## config.mk

```make
export PLATFORM = sky130hd
export DESIGN_NAME = trap_ctrl
export DESIGN_NICKNAME = d
export VERILOG_FILES = /design/src/rtl/trap_ctrl.sv
export SDC_FILE = /design/constraint.sdc
export NUM_CORES = 1
export LEC_CHECK = 0
export ABC_AREA = 1
export BUFFER_PORTS_ARGS = -buffer_cell sky130_fd_sc_hd__buf_2
export CORE_MARGIN = 3
export CORE_UTILIZATION = 51
export CTS_CLUSTER_DIAMETER = 60
export DETAILED_ROUTE_END_ITERATION = 8
export PLACE_DENSITY = 0.92
export SYNTH_ARGS = -nofsm -noshare
export SYNTH_HDL_FRONTEND = slang
export SYNTH_SLANG_ARGS = --single-unit
export TNS_END_PERCENT = 100
```

## constraint.sdc

```tcl
create_clock -name clk -period 3 [get_ports clk]
set_input_delay 0.3 -clock clk [delete_from_list [all_inputs] [get_ports clk]]
set_output_delay 0.3 -clock clk [all_outputs]
set_load 0.02 [all_outputs]
```

## src/rtl/trap_ctrl.sv

```systemverilog
// trap_ctrl: trap-entry / mret sequencer that borrows the shared CSR write port.
// Ports:
//   clk, rst (async, active-low)
//   exc_addr, exc_ill, exc_ecall, irq_timer, mtie, mret : trap / return requests
//   freeze                                             : pipeline freeze, holds the sequencer
//   pc_id_ex, badaddr_val                              : values captured on trap entry
//   csr_mtvec, csr_mepc                                : redirect sources
//   core_wr_en, core_adr, core_data -> core_wr_ack     : core CSR write request
//   csr_wr_en, csr_adr_wr, csr_wrdata                  : shared CSR write port
//   trap_busy, flush, pc_redirect_en, pc_redirect, trap_en : pipeline control
module trap_ctrl #(
  parameter logic [31:0] MTVEC_RST = 32'h0000_0000,
  parameter bit          TVAL_EN   = 1'b1
) (
  input  logic        clk,
  input  logic        rst,
  input  logic        exc_addr,
  input  logic        exc_ill,
  input  logic        exc_ecall,
  input  logic        irq_timer,
  input  logic        mtie,
  input  logic        mret,
  input  logic        freeze,
  input  logic [31:0] pc_id_ex,
  input  logic [31:0] badaddr_val,
  input  logic [31:0] csr_mtvec,
  input  logic [31:0] csr_mepc,
  input  logic        core_wr_en,
  input  logic [11:0] core_adr,
  input  logic [31:0] core_data,
  output logic        csr_wr_en,
  output logic [11:0] csr_adr_wr,
  output logic [31:0] csr_wrdata,
  output logic        core_wr_ack,
  output logic        trap_busy,
  output logic        flush,
  output logic        pc_redirect_en,
  output logic [31:0] pc_redirect,
  output logic        trap_en
);
  typedef enum logic [2:0] {IDLE, SAVE_EPC, SAVE_CAUSE, SAVE_TVAL, REDIRECT, RET} state_t;
  state_t state, state_nxt;
  logic [31:0] cause, epc, tval, last_tgt, cause_nxt, mtvec_al;
  logic trap_req, idle, go, save;
  assign trap_req  = exc_addr | exc_ill | exc_ecall | (irq_timer & mtie);
  assign cause_nxt = exc_addr ? 32'h0 : exc_ill ? 32'h2 : exc_ecall ? 32'hB : 32'h8000_0007;
  assign idle      = state == IDLE;
  assign go        = !freeze;
  assign save      = state inside {SAVE_EPC, SAVE_CAUSE, SAVE_TVAL};
  assign mtvec_al  = csr_mtvec & ~32'h3;
  always_comb begin
    state_nxt = state;
    if (go)
      state_nxt = idle ? (trap_req ? SAVE_EPC : mret ? RET : IDLE) :
                  state == SAVE_EPC   ? SAVE_CAUSE :
                  state == SAVE_CAUSE ? ((TVAL_EN && cause == 32'h0) ? SAVE_TVAL : REDIRECT) :
                  state == SAVE_TVAL  ? REDIRECT : IDLE;
  end
  always_ff @(posedge clk or negedge rst) begin
    if (!rst) begin
      state    <= IDLE;
      cause    <= '0;
      epc      <= '0;
      tval     <= '0;
      last_tgt <= MTVEC_RST;
    end else begin
      state <= state_nxt;
      if (idle && go && trap_req) begin
        cause <= cause_nxt;
        epc   <= pc_id_ex;
        tval  <= badaddr_val;
      end
      if (pc_redirect_en) last_tgt <= pc_redirect;
    end
  end
  // In IDLE the core owns the CSR port; otherwise the sequencer does, gated by freeze.
  always_comb begin
    csr_wr_en      = idle ? core_wr_en : save & go;
    csr_adr_wr     = idle ? core_adr :
                     state == SAVE_EPC   ? 12'h341 :
                     state == SAVE_CAUSE ? 12'h342 :
                     state == SAVE_TVAL  ? 12'h343 : 12'h000;
    csr_wrdata     = idle ? core_data :
                     state == SAVE_EPC   ? epc :
                     state == SAVE_CAUSE ? cause :
                     state == SAVE_TVAL  ? tval : 32'h0;
    core_wr_ack    = idle & core_wr_en;
    trap_busy      = !idle;
    flush          = (state == SAVE_EPC) & go;
    trap_en        = (state == SAVE_EPC) & go;
    pc_redirect_en = (state == REDIRECT || state == RET) & go;
    pc_redirect    = state == REDIRECT ? mtvec_al : state == RET ? csr_mepc : last_tgt;
  end
endmodule

```

==> results.cfg <==
[clock_tree]
cts_post_setup_buffers_inserted = 0
htree_num_levels = 3
root_buffer = sky130_fd_sc_hd__clkbuf_8
numCtsBuffers = 9
cts.clk_slew.worst_paths_ns = 0.11
clk_path_buf_depth = 2
worstSkewPairLatency_ns = 0.36
cts_hold_buf = 0
post_cts_resized = 0
clock_sink_count = 103
cts_tree = done

[timing]
final_min_period_over_clock_period_pct = 87.3
totalNegativeSetupSlack_ns = 0
worst-slew-pin-transition_ns = 0.829
slew-limit-headroom_pct = 44.8
setup_repair_after_global_routing_missed_its_margin = false
setup_slack_ns = 0.382
timing.clock.skew_ns = 0.0132
setup_failing_eps_final = 0
report.final.hold_viol_count = 0
report.final.slew_viol_count = 0
max_freq_mhz = 382
period_minus_slack_ns = 2.62

[die]
die-width_um = 111
fp.dieH_um = 111
floorplan.io_pins = 264
floorplan.initialDensity_pct = 53.6
core_area_sq_um = 10600
std_cell_rows = 37
die-area_sq_um = 12400

[finish]
most_frequent_standard_cell_in_the_layout_excluding_fill_and_tap_cells = sky130_fd_sc_hd__nand2_1
layout.cell_area.non_filler_sq_um = 7220
stdcell_count = 1189
final_cell_mix = 393 x sky130_fd_sc_hd__nand2_1, 260 x sky130_fd_sc_hd__buf_2, 103 x sky130_fd_sc_hd__dfrtp_1, 85 x sky130_fd_sc_hd__nand3_1, 75 x sky130_fd_sc_hd__inv_1
nets = 1229
layout_area_overhead_pct = 27.6
finalCoreUtilization_pct = 68.4
layout-drive-gt1-share_pct = 28.9

[synth]
synth_nets = 993
ys.warnings.count = 0
synth_top_area_share_pct = 45.6
synth_cell_types = 22
syn-cell-area_sq_um = 5660
yosysSeqAreaShare_pct = 45.6
ys_ff_latch = 103
synthesis.instances = 811
synth_top_area_cell = sky130_fd_sc_hd__dfrtp_1
synthesis.area_per_instance_sq_um = 6.98
synth_area_leaders = sky130_fd_sc_hd__dfrtp_1 46%, sky130_fd_sc_hd__nand2_1 26%, sky130_fd_sc_hd__nand3_1 7.6%, sky130_fd_sc_hd__inv_1 5.0%, sky130_fd_sc_hd__a22oi_1 3.7%

[critical_path]
end_kind = primary output
critical_path.cell_chain = buf_4 > nand2_2 > inv_2 > nand2_1 > nand3_1 > buf_2
worst_setup_path_start_kind = flop
reg2reg_to = last_tgt[1]
worst-endpoint-arrival_ns = 2.32
setup.reg_to_reg.worst_slack_ns = 0.88
max_stage_delay_ns = 0.56
crit_end = pc_redirect[25]
worst-setup-path-type = flop to primary output
critical_path_depth = 6
cp.required_ns = 2.70
worst_path_max_delay_cell = sky130_fd_sc_hd__dfrtp_1
worst_r2r_path_depth = 5
timing.critical_path.fanout_max = 25
startpoint = state[2]
critical_path.top_delay_family = buffers and inverters
path_buf_inv = 3
source_of_the_worst_register_to_register_timing_path = state[2]

[global_route]
grt_pass1_wl_um = 26100
track_usage_pct = 25.2
grt_start_max_net_pins = 73
grt_antenna_before_repair = 1
first_global_vias = 5576
globalRoute.totalOverflow = 0

[power]
power.sequential.fraction_pct = 31.3
gate_power_share_pct = 56.6
p_clk_share_pct = 12.1
leakage_uw = 0.00444
power.switching_fraction_pct = 49.6
power_switching_uw = 3740
powerDensity_nw_per_um2 = 1050
internal_power_uw = 3810
worst_vdd_rail_ir_drop_uv = 579

[detailed_routing]
detail-route-antenna-nets = 0
drc_viols = 0
vias_per_cell = 5.01
first_iter_violations = 500
routed-via-count = 5952
route.detailed.wl_per_inst_um = 13.4
detailedRoute.firstPassIterationCount = 7
detail_route.wirelength_um = 15900

[placement]
gpl.final_weighted_congestion = 0.863
postPlaceCellArea_sq_um = 7000
port_buffers = 261
post-place-ws_ns = 0.773
post-place-cells = 1172
dp_hpwl_um = 11800

[run_status]
run_status = finished, final reports clean

[job]
drv_cap = 0

[worst_hold_path]
worst_min_delay_path_category = input pin to async pin
## cells by family (layout without fill, tap and decap cells)
kind of cell,after synthesis,count (layout),synth area share [%]
simple gates,526,526,38.1
buf+inv,129,370,10.1
flops,103,103,45.6
compound gates,53,53,6.30
other cells,0,1,0
## flip-flops by register name, indices dropped and copies added, names as in the netlist
register / flops
last_tgt: 32
epc: 32
tval: 32
state: 3
cause: 4
## power by group through the flow
| stage | sequential (uW) | clock (uW) | combinational (uW) |
|---|---|---|---|
| 2_1_floorplan | 2260 | 0 | 3060 |
| 3_3_place_gp | 2350 | 0 | 4210 |
| 3_5_place_dp | 2380 | 0 | 4300 |
| 4_1_cts | 2360 | 939 | 4310 |
| 5_1_grt | 2450 | 989 | 4740 |
| 6_report | 2360 | 914 | 4270 |
## per-stage QoR
stage	power (uW)	hold WS, ns
after global routing	8180	0.0824
after floorplan	5320	0.00441
after CTS	7610	0.0397
final	7550	0.0189
after detailed placement	6680	0.453
after global placement	6560	0.449
## cells in the mapped netlist, drive strengths merged
cell type and n:
buf 44, clkinv 1, o21ai 11, nand4 15, o21bai 1, inv 78
nand3 86, o22ai 12, nor3 1, a31o 1, nand2 396, clkbuf 6
nor2 28, a22oi 28, dfrtp 103
## area by class of cell
class                   count  area, sq um
diodes                      1         2.50
clock buffers               9          124
clock inverters             7         86.3
fillers                   880         3340
inverters                  79          297
multi-input cells         579         2520
flip-flops and latches    103         2580
well taps                 136          170
repair buffers            275         1440
## worst reg2reg max path, delay by kind of cell (launching register included)
family                 cells  cell delay (ns)
buffers and inverters      1             0.46
AOI/OAI and AO/OA          1             0.09
and+or+nand+nor            3             0.88
DFF                        1             0.56
## layer usage
metal / up-vias / track usage [%] / share of wire (%)
met2: 258 / 43.5 / 49
met3: 27 / 4.59 / 8.4
li1: 3011 / - / -
met4: 0 / 8.19 / 2.3
met5: - / 0 / 0
met1: 2656 / 32.0 / 41
## worst min path at each step
stage / endpoint / from
floorplan: cause[0] / rst
global placement: last_tgt[29] / rst
detailed placement: last_tgt[9] / rst
CTS: last_tgt[10] / rst
global route: last_tgt[29] / rst
finish: last_tgt[10] / rst
Power figures use the tool's default switching activity.
